===== src/rtl/cpu_sam_pkg.sv =====
// -----------------------------------------------------------------------------
// cpu_sam_pkg
// Shared definitions for the CPU core / memory bus slice: bus widths, the
// memory-controller state encoding, the request-source encoding, opcode
// constants and small address helpers used by the bus controller.
// -----------------------------------------------------------------------------
package cpu_sam_pkg;

    // Bus geometry
    localparam int ADDR_W        = 16;
    localparam int DATA_W        = 16;
    localparam int MEM_ADDR_BITS = 14;
    localparam int HI_ADDR_BITS  = ADDR_W - MEM_ADDR_BITS;

    // Core opcodes
    localparam logic [1:0] LD  = 2'b00;
    localparam logic [1:0] ST  = 2'b01;
    localparam logic [1:0] ADD = 2'b10;
    localparam logic [1:0] BRN = 2'b11;

    // Memory bus controller states
    typedef enum logic [2:0] {
        ST_IDLE    = 3'd0,
        ST_SETUP   = 3'd1,
        ST_ACCESS  = 3'd2,
        ST_RELEASE = 3'd3,
        ST_DONE    = 3'd4
    } bus_state_e;

    // Which client owns the access in flight
    typedef enum logic {
        SRC_FETCH = 1'b0,
        SRC_DATA  = 1'b1
    } bus_src_e;

    // True when the upper address bits select the implemented memory.
    function automatic logic addr_in_range(input logic [HI_ADDR_BITS-1:0] hi_bits);
        return (hi_bits == {HI_ADDR_BITS{1'b0}});
    endfunction

    // Bus address: the upper bits are never driven high.
    function automatic logic [ADDR_W-1:0] bus_addr(input logic [MEM_ADDR_BITS-1:0] lo_bits);
        return {{HI_ADDR_BITS{1'b0}}, lo_bits};
    endfunction

endpackage


===== src/rtl/bus_timeout_counter.sv =====
// -----------------------------------------------------------------------------
// bus_timeout_counter
// Counts cycles while a bus access is outstanding and flags when the
// configured budget is used up.
//   clk_i   : system clock, rising edge
//   rst_ni  : asynchronous active-low reset
//   clr_i   : synchronous clear (has priority over en_i)
//   en_i    : count this cycle
//   tc_o    : terminal count; high in the TIMEOUT_CYCLES-th enabled cycle
// -----------------------------------------------------------------------------
module bus_timeout_counter #(
    parameter int TIMEOUT_CYCLES = 15
) (
    input  logic clk_i,
    input  logic rst_ni,
    input  logic clr_i,
    input  logic en_i,
    output logic tc_o
);

    // Value held by the counter during the last cycle of the budget.
    localparam logic [7:0] TC_LAST = 8'(TIMEOUT_CYCLES - 1);

    logic [7:0] cnt_q;
    logic [7:0] cnt_d;

    // Next count: clear wins, saturate at the terminal value.
    always_comb begin
        cnt_d = cnt_q;
        if (clr_i) begin
            cnt_d = 8'd0;
        end else if (en_i && (cnt_q != TC_LAST)) begin
            cnt_d = cnt_q + 8'd1;
        end else begin
            cnt_d = cnt_q;
        end
    end

    // Count register.
    always_ff @(posedge clk_i or negedge rst_ni) begin
        if (!rst_ni) begin
            cnt_q <= 8'd0;
        end else begin
            cnt_q <= cnt_d;
        end
    end

    assign tc_o = en_i && (cnt_q == TC_LAST);

endmodule


===== src/rtl/mem_bus_ctrl.sv =====
// -----------------------------------------------------------------------------
// mem_bus_ctrl
// Memory bus controller between the CPU core and the Memory model. Arbitrates
// instruction fetches against data loads/stores (data wins), runs the
// request / rw / data_bus_write / wait_ handshake, and returns a one-cycle
// acknowledge per request with an error flag for out-of-range addresses and
// bus timeouts. All outputs are registered.
//
// Ports
//   clk_i, reset_ni           : clock, asynchronous active-low reset
//   if_req_i, if_addr_i       : fetch request and byte address
//   if_ack_o, if_rdata_o      : fetch done pulse, fetched word (held)
//   d_req_i, d_we_i           : data request, 1 = store
//   d_addr_i, d_wdata_i       : data byte address, store word
//   d_ack_o, d_rdata_o        : data done pulse, load word
//   err_o                     : with an ack, address error or timeout
//   busy_o                    : controller not idle
//   mem_addr_o, mem_req_o     : to addrs_bus, request
//   mem_rw_o, mem_wdata_o     : to rw (1 = read), data_bus_write
//   mem_wait_ni, mem_rdata_i  : from wait_ (active low), data_bus_read
// -----------------------------------------------------------------------------
module mem_bus_ctrl
    import cpu_sam_pkg::*;
#(
    parameter int TIMEOUT_CYCLES = 15
) (
    input  logic              clk_i,
    input  logic              reset_ni,
    input  logic              if_req_i,
    input  logic [ADDR_W-1:0] if_addr_i,
    output logic              if_ack_o,
    output logic [DATA_W-1:0] if_rdata_o,
    input  logic              d_req_i,
    input  logic              d_we_i,
    input  logic [ADDR_W-1:0] d_addr_i,
    input  logic [DATA_W-1:0] d_wdata_i,
    output logic              d_ack_o,
    output logic [DATA_W-1:0] d_rdata_o,
    output logic              err_o,
    output logic              busy_o,
    output logic [ADDR_W-1:0] mem_addr_o,
    output logic              mem_req_o,
    output logic              mem_rw_o,
    output logic [DATA_W-1:0] mem_wdata_o,
    input  logic              mem_wait_ni,
    input  logic [DATA_W-1:0] mem_rdata_i
);

    // FSM
    bus_state_e state_q, state_d;

    // Latched request
    bus_src_e                 src_q, src_d;
    logic                     we_q, we_d;
    logic [MEM_ADDR_BITS-1:0] addr_q, addr_d;
    logic [DATA_W-1:0]        wdata_q, wdata_d;
    logic [DATA_W-1:0]        rd_q, rd_d;

    // Registered outputs
    logic [ADDR_W-1:0] mem_addr_q, mem_addr_d;
    logic              mem_req_q, mem_req_d;
    logic              mem_rw_q, mem_rw_d;
    logic [DATA_W-1:0] mem_wdata_q, mem_wdata_d;
    logic              if_ack_q, if_ack_d;
    logic              d_ack_q, d_ack_d;
    logic [DATA_W-1:0] if_rdata_q, if_rdata_d;
    logic [DATA_W-1:0] d_rdata_q, d_rdata_d;
    logic              err_q, err_d;
    logic              busy_q, busy_d;

    // Arbitration winner (only meaningful in IDLE)
    logic              any_req_s;
    bus_src_e          win_src_s;
    logic              win_we_s;
    logic [ADDR_W-1:0] win_addr_s;
    logic [DATA_W-1:0] win_wdata_s;

    // Request being served this cycle: the winner while idle, else the latch
    bus_src_e                 cur_src_s;
    logic                     cur_we_s;
    logic [MEM_ADDR_BITS-1:0] cur_addr_s;
    logic [DATA_W-1:0]        cur_wdata_s;

    // Timeout
    logic tmr_clr_s;
    logic tmr_en_s;
    logic tmr_tc_s;
    logic timeout_s;
    logic [DATA_W-1:0] result_s;

    bus_timeout_counter #(
        .TIMEOUT_CYCLES(TIMEOUT_CYCLES)
    ) u_tmr (
        .clk_i  (clk_i),
        .rst_ni (reset_ni),
        .clr_i  (tmr_clr_s),
        .en_i   (tmr_en_s),
        .tc_o   (tmr_tc_s)
    );

    // Fixed-priority arbitration: a pending data access beats a fetch.
    always_comb begin
        any_req_s = d_req_i | if_req_i;
        if (d_req_i) begin
            win_src_s   = SRC_DATA;
            win_we_s    = d_we_i;
            win_addr_s  = d_addr_i;
            win_wdata_s = d_wdata_i;
        end else begin
            win_src_s   = SRC_FETCH;
            win_we_s    = 1'b0;
            win_addr_s  = if_addr_i;
            win_wdata_s = {DATA_W{1'b0}};
        end
    end

    // Select the live request fields for the output logic.
    always_comb begin
        if (state_q == ST_IDLE) begin
            cur_src_s   = win_src_s;
            cur_we_s    = win_we_s;
            cur_addr_s  = win_addr_s[MEM_ADDR_BITS-1:0];
            cur_wdata_s = win_wdata_s;
        end else begin
            cur_src_s   = src_q;
            cur_we_s    = we_q;
            cur_addr_s  = addr_q;
            cur_wdata_s = wdata_q;
        end
    end

    // Timer control and timeout detection. A completion seen in the same
    // cycle as the terminal count takes precedence over the timeout.
    always_comb begin
        tmr_clr_s = (state_q == ST_SETUP);
        tmr_en_s  = (state_q == ST_ACCESS) || (state_q == ST_RELEASE);
        if (state_q == ST_ACCESS) begin
            timeout_s = tmr_tc_s && mem_wait_ni;
        end else if (state_q == ST_RELEASE) begin
            timeout_s = tmr_tc_s && !mem_wait_ni;
        end else begin
            timeout_s = 1'b0;
        end
    end

    // Next-state logic.
    always_comb begin
        state_d = state_q;
        case (state_q)
            ST_IDLE: begin
                if (!any_req_s) begin
                    state_d = ST_IDLE;
                end else if (addr_in_range(win_addr_s[ADDR_W-1:MEM_ADDR_BITS])) begin
                    state_d = ST_SETUP;
                end else begin
                    state_d = ST_DONE;
                end
            end
            ST_SETUP: begin
                state_d = ST_ACCESS;
            end
            ST_ACCESS: begin
                if (!mem_wait_ni) begin
                    state_d = ST_RELEASE;
                end else if (timeout_s) begin
                    state_d = ST_DONE;
                end else begin
                    state_d = ST_ACCESS;
                end
            end
            ST_RELEASE: begin
                if (mem_wait_ni || timeout_s) begin
                    state_d = ST_DONE;
                end else begin
                    state_d = ST_RELEASE;
                end
            end
            ST_DONE: begin
                state_d = ST_IDLE;
            end
            default: begin
                state_d = ST_IDLE;
            end
        endcase
    end

    // Request latch: capture the winner when leaving IDLE.
    always_comb begin
        if ((state_q == ST_IDLE) && any_req_s) begin
            src_d   = win_src_s;
            we_d    = win_we_s;
            addr_d  = win_addr_s[MEM_ADDR_BITS-1:0];
            wdata_d = win_wdata_s;
        end else begin
            src_d   = src_q;
            we_d    = we_q;
            addr_d  = addr_q;
            wdata_d = wdata_q;
        end
    end

    // Output logic: next values of every registered output, derived from
    // the state being entered. rw/wdata are set up a cycle before request
    // rises because Memory writes on any change while request is high.
    always_comb begin
        mem_req_d = (state_d == ST_ACCESS);
        busy_d    = (state_d != ST_IDLE);

        if ((state_d == ST_SETUP) || (state_d == ST_ACCESS)) begin
            mem_rw_d = ~cur_we_s;
        end else begin
            mem_rw_d = 1'b1;
        end

        if (((state_d == ST_SETUP) || (state_d == ST_ACCESS) ||
             (state_d == ST_RELEASE)) && cur_we_s) begin
            mem_wdata_d = cur_wdata_s;
        end else begin
            mem_wdata_d = {DATA_W{1'b0}};
        end

        if (state_d == ST_SETUP) begin
            mem_addr_d = bus_addr(cur_addr_s);
        end else begin
            mem_addr_d = mem_addr_q;
        end

        // DONE is entered for exactly one cycle, so the acks are pulses.
        if (state_d == ST_DONE) begin
            if_ack_d = (cur_src_s == SRC_FETCH);
            d_ack_d  = (cur_src_s == SRC_DATA);
            err_d    = (state_q == ST_IDLE) || timeout_s;
        end else begin
            if_ack_d = 1'b0;
            d_ack_d  = 1'b0;
            err_d    = 1'b0;
        end

        // Read word is captured in the ACCESS cycle where wait_ is low.
        if ((state_q == ST_ACCESS) && !mem_wait_ni && !cur_we_s) begin
            rd_d = mem_rdata_i;
        end else begin
            rd_d = rd_q;
        end

        // A timed-out read returns zero; address errors leave rdata alone.
        if (timeout_s) begin
            result_s = {DATA_W{1'b0}};
        end else begin
            result_s = rd_q;
        end

        if_rdata_d = if_rdata_q;
        d_rdata_d  = d_rdata_q;
        if ((state_d == ST_DONE) && (state_q != ST_IDLE) && !cur_we_s) begin
            if (cur_src_s == SRC_FETCH) begin
                if_rdata_d = result_s;
            end else begin
                d_rdata_d = result_s;
            end
        end else begin
            if_rdata_d = if_rdata_q;
            d_rdata_d  = d_rdata_q;
        end
    end

    // State and request latch registers.
    always_ff @(posedge clk_i or negedge reset_ni) begin
        if (!reset_ni) begin
            state_q <= ST_IDLE;
            src_q   <= SRC_FETCH;
            we_q    <= 1'b0;
            addr_q  <= {MEM_ADDR_BITS{1'b0}};
            wdata_q <= {DATA_W{1'b0}};
            rd_q    <= {DATA_W{1'b0}};
        end else begin
            state_q <= state_d;
            src_q   <= src_d;
            we_q    <= we_d;
            addr_q  <= addr_d;
            wdata_q <= wdata_d;
            rd_q    <= rd_d;
        end
    end

    // Output registers.
    always_ff @(posedge clk_i or negedge reset_ni) begin
        if (!reset_ni) begin
            mem_addr_q  <= {ADDR_W{1'b0}};
            mem_req_q   <= 1'b0;
            mem_rw_q    <= 1'b1;
            mem_wdata_q <= {DATA_W{1'b0}};
            if_ack_q    <= 1'b0;
            d_ack_q     <= 1'b0;
            if_rdata_q  <= {DATA_W{1'b0}};
            d_rdata_q   <= {DATA_W{1'b0}};
            err_q       <= 1'b0;
            busy_q      <= 1'b0;
        end else begin
            mem_addr_q  <= mem_addr_d;
            mem_req_q   <= mem_req_d;
            mem_rw_q    <= mem_rw_d;
            mem_wdata_q <= mem_wdata_d;
            if_ack_q    <= if_ack_d;
            d_ack_q     <= d_ack_d;
            if_rdata_q  <= if_rdata_d;
            d_rdata_q   <= d_rdata_d;
            err_q       <= err_d;
            busy_q      <= busy_d;
        end
    end

    assign mem_addr_o  = mem_addr_q;
    assign mem_req_o   = mem_req_q;
    assign mem_rw_o    = mem_rw_q;
    assign mem_wdata_o = mem_wdata_q;
    assign if_ack_o    = if_ack_q;
    assign d_ack_o     = d_ack_q;
    assign if_rdata_o  = if_rdata_q;
    assign d_rdata_o   = d_rdata_q;
    assign err_o       = err_q;
    assign busy_o      = busy_q;

endmodule


===== config.mk =====
export PLATFORM = sky130hd
export DESIGN_NAME = mem_bus_ctrl
export DESIGN_NICKNAME = d
export VERILOG_FILES = /design/src/rtl/cpu_sam_pkg.sv /design/src/rtl/bus_timeout_counter.sv /design/src/rtl/mem_bus_ctrl.sv
export SDC_FILE = /design/constraint.sdc
export NUM_CORES = 1
export LEC_CHECK = 0
export CORE_UTILIZATION = 39
export DETAILED_ROUTE_END_ITERATION = 8
export PLACE_DENSITY_LB_ADDON = 0.08
export SLEW_MARGIN = 20
export SYNTH_ARGS = -nofsm -noshare
export SYNTH_HDL_FRONTEND = slang
export SYNTH_SLANG_ARGS = --single-unit

===== constraint.sdc =====
create_clock -name clk_i -period 2.3 [get_ports clk_i]
set_input_delay 0.46 -clock clk_i [delete_from_list [all_inputs] [get_ports clk_i]]
set_output_delay 0.46 -clock clk_i [all_outputs]
set_load 0.01 [all_outputs]

# Word level (Yosys, flattened, before mapping)
# Index checks and enable logic that the tools add are counted.
[word_totals]
in_bits = 70
wordCells = 78
ff_bits = 127
out_inout_bits = 70
[op_classes]
n_mux = 24
n_eq_ne = 9
addsub = 1
n_bitwise = 3
n_reduce_logical = 24
[op_table]
columns = ["operator", "count"]
rows = [
  ["2-to-1 mux 16 bit", 5],
  ["2-to-1 mux 8 bit", 2],
  ["2-to-1 mux 3 bit", 5],
  ["2-to-1 mux 14 bit", 1],
  ["equality test 3 x 2 -> 1 bit (second input constant)", 4],
  ["one-hot mux 3 bit (4 select lines)", 1],
  ["logical AND 1 bit", 10],
  ["2-to-1 mux 1 bit", 10],
  ["adder 8 x 1 -> 8 bit (second input constant)", 1],
  ["equality test 8 x 4 -> 1 bit (second input constant)", 1],
  ["inequality test 8 x 4 -> 1 bit (second input constant)", 1],
  ["equality test 3 x 1 -> 1 bit (second input constant)", 2],
  ["nonzero test 3 bit", 2],
  ["logical OR 1 bit", 5],
  ["AND reduction 2 bit", 2],
  ["equality test 3 bit (second input constant)", 1],
  ["logical NOT 3 bit", 1],
  ["logical NOT 1 bit", 2],
  ["logical NOT 2 bit", 1],
  ["NOT 1 bit", 2],
  ["nonzero test 2 bit", 1],
  ["OR 1 bit", 1],
]

# Logic depth before layout (Yosys ltp)
[logic_depth]
depth_word = 14
mapped_depth = 8
depth_no_buf = 6

# By module
# From an unflattened synthesis, not the netlist that was laid out.
[unflattened]
hier_cells = 412
hier_area_um2 = 4859.7
[by_module_without_submodules]
columns = ["module", "instances", "cells_each", "seq_area_each_um2", "area_per_inst_um2"]
rows = [
  ["mem_bus_ctrl", 1, 363, 2628.8, 4391.7],
  ["bus_timeout_counter", 1, 49, 200.2, 467.9],
]

# Worst setup path after synthesis
# OpenSTA, ideal clock, no wires.
[synth_timing]
path_kind = "register -> register"
from = "register u_tmr.cnt_q[5]"
to = "register d_rdata_q[10], in the netlist d_rdata_o[10]"
stages_incl_launch_ff = 7
synth_period_minus_slack_ps = 1945
setup_ps = 132
arrival_ps = 1813
path_buffers = 2
t_required_ps = 2168
slack_ps = 355
path_cell_list = "dfrtp_1 > or3_1 > buf_2 > o31a_4 > a211oi_4 > buf_6 > o32ai_1"
[synth_between]
elab_chain_cells = 12
elab_cells_between_ends = 16
cone_classes = "2 x eq/ne; 7 x mux; 7 x reduce/logical"
[synth_lines]
columns = ["item", "line_no", "text"]
rows = [
  ["start: declaration", "bus_timeout_counter.sv:24", "logic [7:0] cnt_q;"],
  ["start signal: assignment", "bus_timeout_counter.sv:44", "cnt_q <= cnt_d;"],
  ["equality test 8 x 4 -> 1 bit *", "bus_timeout_counter.sv:48", "assign tc_o = en_i && (cnt_q == TC_LAST);"],
  ["logical AND 1 bit *", "bus_timeout_counter.sv:48", ""],
  ["logical AND 1 bit", "mem_bus_ctrl.sv:140", "timeout_s = tmr_tc_s && !mem_wait_ni;"],
  ["2-to-1 mux 1 bit", "mem_bus_ctrl.sv:139", "end else if (state_q == ST_RELEASE) begin"],
  ["2-to-1 mux 1 bit *", "mem_bus_ctrl.sv:137", "if (state_q == ST_ACCESS) begin"],
  ["2-to-1 mux 3 bit or logical OR 1 bit (tied branches)", "mem_bus_ctrl.sv:165, mem_bus_ctrl.sv:172", ""],
  ["2-to-1 mux 3 bit (on tied branches)", "mem_bus_ctrl.sv:163, mem_bus_ctrl.sv:172", ""],
  ["one-hot mux 3 bit (4 select lines)", "mem_bus_ctrl.sv:149", "case (state_q)"],
  ["equality test 3 bit", "mem_bus_ctrl.sv:255", "if ((state_d == ST_DONE) && (state_q != ST_IDLE) && !cur_we_s) begin"],
  ["logical AND 1 bit (2 in a row)", "mem_bus_ctrl.sv:255", ""],
  ["AND reduction 2 bit (no line)", "-", ""],
  ["end signal: assignment", "mem_bus_ctrl.sv:296", "d_rdata_q <= {DATA_W{1'b0}};"],
  ["end signal: assignment", "mem_bus_ctrl.sv:307", "d_rdata_q <= d_rdata_d;"],
  ["end: declaration", "mem_bus_ctrl.sv:67", "logic [DATA_W-1:0] d_rdata_q, d_rdata_d;"],
]
# Every way passes the cells marked *; elsewhere a longest branch is shown, timed or not.
# A chain may end at the register's enable or synchronous reset.

# Worst setup path in the final report
[layout_timing]
from = "register u_tmr.cnt_q[0]"
to = "register if_rdata_q[11], in the netlist if_rdata_o[11]"
[layout_between]
elab_chain_cells = 12
elab_cells_between_ends = 16
cone_classes = "2 x eq/ne; 7 x mux; 7 x reduce/logical"
[layout_lines]
columns = ["item", "line_no", "text"]
rows = [
  ["equality test 8 x 4 -> 1 bit *", "bus_timeout_counter.sv:48", ""],
  ["logical AND 1 bit *", "bus_timeout_counter.sv:48", ""],
  ["logical AND 1 bit", "mem_bus_ctrl.sv:140", ""],
  ["2-to-1 mux 1 bit", "mem_bus_ctrl.sv:139", ""],
  ["2-to-1 mux 1 bit *", "mem_bus_ctrl.sv:137", ""],
  ["2-to-1 mux 3 bit or logical OR 1 bit (tied branches)", "mem_bus_ctrl.sv:165, mem_bus_ctrl.sv:172", ""],
  ["2-to-1 mux 3 bit (on tied branches)", "mem_bus_ctrl.sv:163, mem_bus_ctrl.sv:172", ""],
  ["one-hot mux 3 bit (4 select lines)", "mem_bus_ctrl.sv:149", ""],
  ["equality test 3 bit", "mem_bus_ctrl.sv:255", ""],
  ["logical AND 1 bit (2 in a row)", "mem_bus_ctrl.sv:255", ""],
  ["AND reduction 2 bit (no line)", "-", ""],
  ["end signal: assignment", "mem_bus_ctrl.sv:295", "if_rdata_q <= {DATA_W{1'b0}};"],
  ["end signal: assignment", "mem_bus_ctrl.sv:306", "if_rdata_q <= if_rdata_d;"],
  ["end: declaration", "mem_bus_ctrl.sv:66", "logic [DATA_W-1:0] if_rdata_q, if_rdata_d;"],
]
# Marked as above.

==> impl_metrics.py <==
metrics = {
    "clock_network": {
        "clkTransAtPathRegs_ns": 0.05,
        "cts.repair.resized": 0,
        "post_cts_buffers": 0,
        "cts_tree": "yes",
        "clk_latency_ns": 0.40,
        "cts_root_buf": "clkbuf_16",
        "clock-sinks": 113,
        "cts_buffers": 17,
        "htreeDepth": 4,
        "postCtsHoldBufs": 0,
        "clk_path_buf_depth": 2,
    },
    "routing": {
        "drc": 0,
        "viasPerCell": 5.00,
        "dr.pass1.iters": 4,
        "wl_um": 12100,
        "avgRoutedWirePerCell_um": 15.7,
        "via_count": 3858,
        "ant_nets": 0,
        "drt_iter0_markers": 165,
    },
    "timing": {
        "rsz0062_at_grt": "false",
        "fin_skew_ns": 0.00605,
        "tightest_slew_ns": 0.576,
        "slew_viol_final": 0,
        "min_period_ns": 2.00,
        "hold_violations": 0,
        "fmax_mhz": 499,
        "final-setup-viol-count": 0,
        "finalSetupTns_ns": 0,
        "period_share_pct": 87.1,
        "slew_headroom_pct": 61.3,
    },
    "critical_path": {
        "r2r_slack_ns": 0.30,
        "critical-path-top-delay-family": "compound AO/OA/AOI/OAI gates",
        "arrival_ns": 2.28,
        "critPathSlowestCell": "dfrtp_1",
        "worstSetupStartpointType": "register",
        "reg2reg_to": "if_rdata_o[11]$_DFFE_PN0P_",
        "path_buf_inv": 2,
        "cpPeakStageDelay_ns": 0.45,
        "cp-end-kind": "register",
        "crit_chain": "inv_1 -> ha_1 -> nand4b_1 -> o31a_4 -> a211oi_4 -> buf_12 -> o32ai_1",
        "path_class": "reg -> reg",
        "r2r-start": "u_tmr.cnt_q[0]$_DFFE_PN0P_",
        "ff2ff_path_depth": 7,
        "cp.required_ns": 2.58,
        "path_max_fanout": 16,
        "cp-startpoint": "u_tmr.cnt_q[0]$_DFFE_PN0P_",
    },
    "synth": {
        "synth.area.top_cells": "dfrtp_1, a22o_1, o32ai_1",
        "yosysTopAreaCellShare_pct": 56.6,
        "yosysMostFrequentCell": "dfrtp_1",
        "synthFlopType": "dfrtp_1",
        "synth_common_cells": "dfrtp_1, inv_1, nand2_1",
        "synth_edf_count": 0,
        "yosysWarningCount": 0,
        "synthArstFlopShare_pct": 100,
        "synth_top_area_cell": "dfrtp_1",
        "synth.distinct_cells": 49,
        "yosysSeqAreaShare_pct": 57.1,
        "synth-seq-cells": 113,
        "synth_area_um2": 4950,
        "syn_inst": 443,
        "syn_area_per_cell_um2": 11.2,
    },
    "global_routing": {
        "grt_pass1_wl_um": 20100,
        "grt_usage_pct": 20.0,
        "grt_max_degree": 42,
        "first_global_vias": 4015,
        "antenna_found_initial": 0,
        "grt_overflow": 0,
    },
    "power_and_ir_drop": {
        "p_sw_mw": 3.31,
        "comb_power_share_pct": 38.7,
        "power.density_nw_per_um2": 1380,
        "clkPwrFrac_pct": 27.5,
        "p_seq_share_pct": 33.8,
        "switching_share_pct": 32.9,
        "ir_worst_vdd_uv": 725,
        "leakage_nw": 3.29,
        "power.internal_mw": 6.74,
    },
    "floorplan": {
        "start_util_pct": 40.5,
        "num_io_pins": 140,
        "coreArea_um2": 12200,
        "die_w_um": 115,
        "dieHeight_um": 115,
        "die-area_um2": 13100,
        "num_rows": 40,
    },
    "place": {
        "place_inst": 740,
        "place.gp.congestion": 0.827,
        "io_buffers": 137,
        "dp_hpwl_um": 8440,
    },
    "final_layout": {
        "fillers": 1060,
        "drive_gt1_share_pct": 13.7,
        "syn2layout_area_growth_pct": 46.9,
        "final_nets": 663,
        "finalNonFillerCells": 772,
        "diodes": 0,
    },
    "job": {
        "drv_cap": 0,
    },
    "min_path": {
        "hold_class": "in -> async",
    },
    "run_status": {
        "outcome": "completed",
    },
}
[worst max path at each step]
stage | to | depth (start not counted)
floorplan | d_rdata_o[10]$_DFFE_PN0P_ | 6
finish | if_rdata_o[11]$_DFFE_PN0P_ | 7
global placement | rd_q[11]$_DFFE_PN0P_ | 6
CTS | wdata_q[5]$_DFFE_PN0P_ | 4
detailed placement | mem_wdata_o[15]$_DFF_PN0_ | 6
global route | wdata_q[7]$_DFFE_PN0P_ | 4
[power groups by stage]
stage          Sequential, mW  Clock [mW]  Combinational, mW
4_1_cts                  3.40        2.82               3.93
6_report                 3.40        2.77               3.88
3_5_place_dp             3.41           0               3.91
2_1_floorplan            3.51           0               1.93
3_3_place_gp             3.40           0               3.83
5_1_grt                  3.50        2.92               4.28
[routing by layer]
layer  up-vias  track usage (%)  wire length, um
li1       1865                -                -
met1      1882             25.3             5530
met2       103             32.7             5920
met3         8             6.14              590
met4         0             6.67               76
met5         -                0                0
[layout by cell type (no fill, tap or decap), types with 4 or more instances in the layout]
| cell | count |
|---|---|
| nor2_1 | 14 |
| a21oi_1 | 19 |
| dfrtp_1 | 112 |
| clkdlybuf4s50_1 | 136 |
| bufinv_16 | 4 |
| inv_1 | 52 |
| buf_4 | 18 |
| nand3_1 | 7 |
| o21ai_0 | 16 |
| nand2_1 | 39 |
| clkinv_2 | 4 |
| a22o_1 | 33 |
| mux2i_1 | 16 |
| mux2_2 | 16 |
| xor2_1 | 4 |
| buf_12 | 6 |
| nor3_1 | 4 |
| o32ai_1 | 32 |
| clkbuf_16 | 17 |
[final cells by class]
type / instances / area (um2) / share of cell area [%]
clock buffers: 22 / 474 / 6.52
clock inverters: 10 / 156 / 2.15
inverters: 52 / 195 / 2.68
multi-input cells: 247 / 1790 / 24.6
flip-flops and latches: 113 / 2830 / 38.9
well taps: 168 / 210 / 2.89
repair buffers: 160 / 1620 / 22.2
[cell families (layout without fill, tap and decap cells)]
kind of cell             Yosys count  in the layout  synth area share (%)
AO/OA/AOI/OAI                    119            119                  18.8
flip-flops                       113            113                  57.1
AND/OR/NAND/NOR                   87             87                  8.62
buffers and inverters             84            244                  7.15
multiplexers                      32             32                  6.87
XOR/XNOR                           5              5                 0.884
adder cells (fa/ha/maj)            2              2                 0.505
other                              1              2                0.0757
[flip-flops by register name, summed over array words and instances (netlist names), 3 cells and up]
| name | cells |
|---|---|
| state_q | 3 |
| d_rdata_o | 16 |
| rd_q | 16 |
| mem_addr_o | 14 |
| u_tmr.cnt_q | 8 |
| if_rdata_o | 16 |
| wdata_q | 16 |
| mem_wdata_o | 16 |
[per-stage QoR]
step	utilization (%)	power, mW	setup slack [ns]	area [um2]	hold slack, ns
after global placement	54.4	7.23	0.0931	6640	0.465
after global routing	59.5	10.7	0.120	7270	0.0875
after detailed placement	54.4	7.33	0.0423	6640	0.470
after CTS	59.5	10.1	0.294	7270	0.0680
after floorplan	-	5.44	0.355	4950	0.164
final	59.5	10.0	0.297	7270	0.0505
No activity file was read; power rests on OpenSTA's default activity.
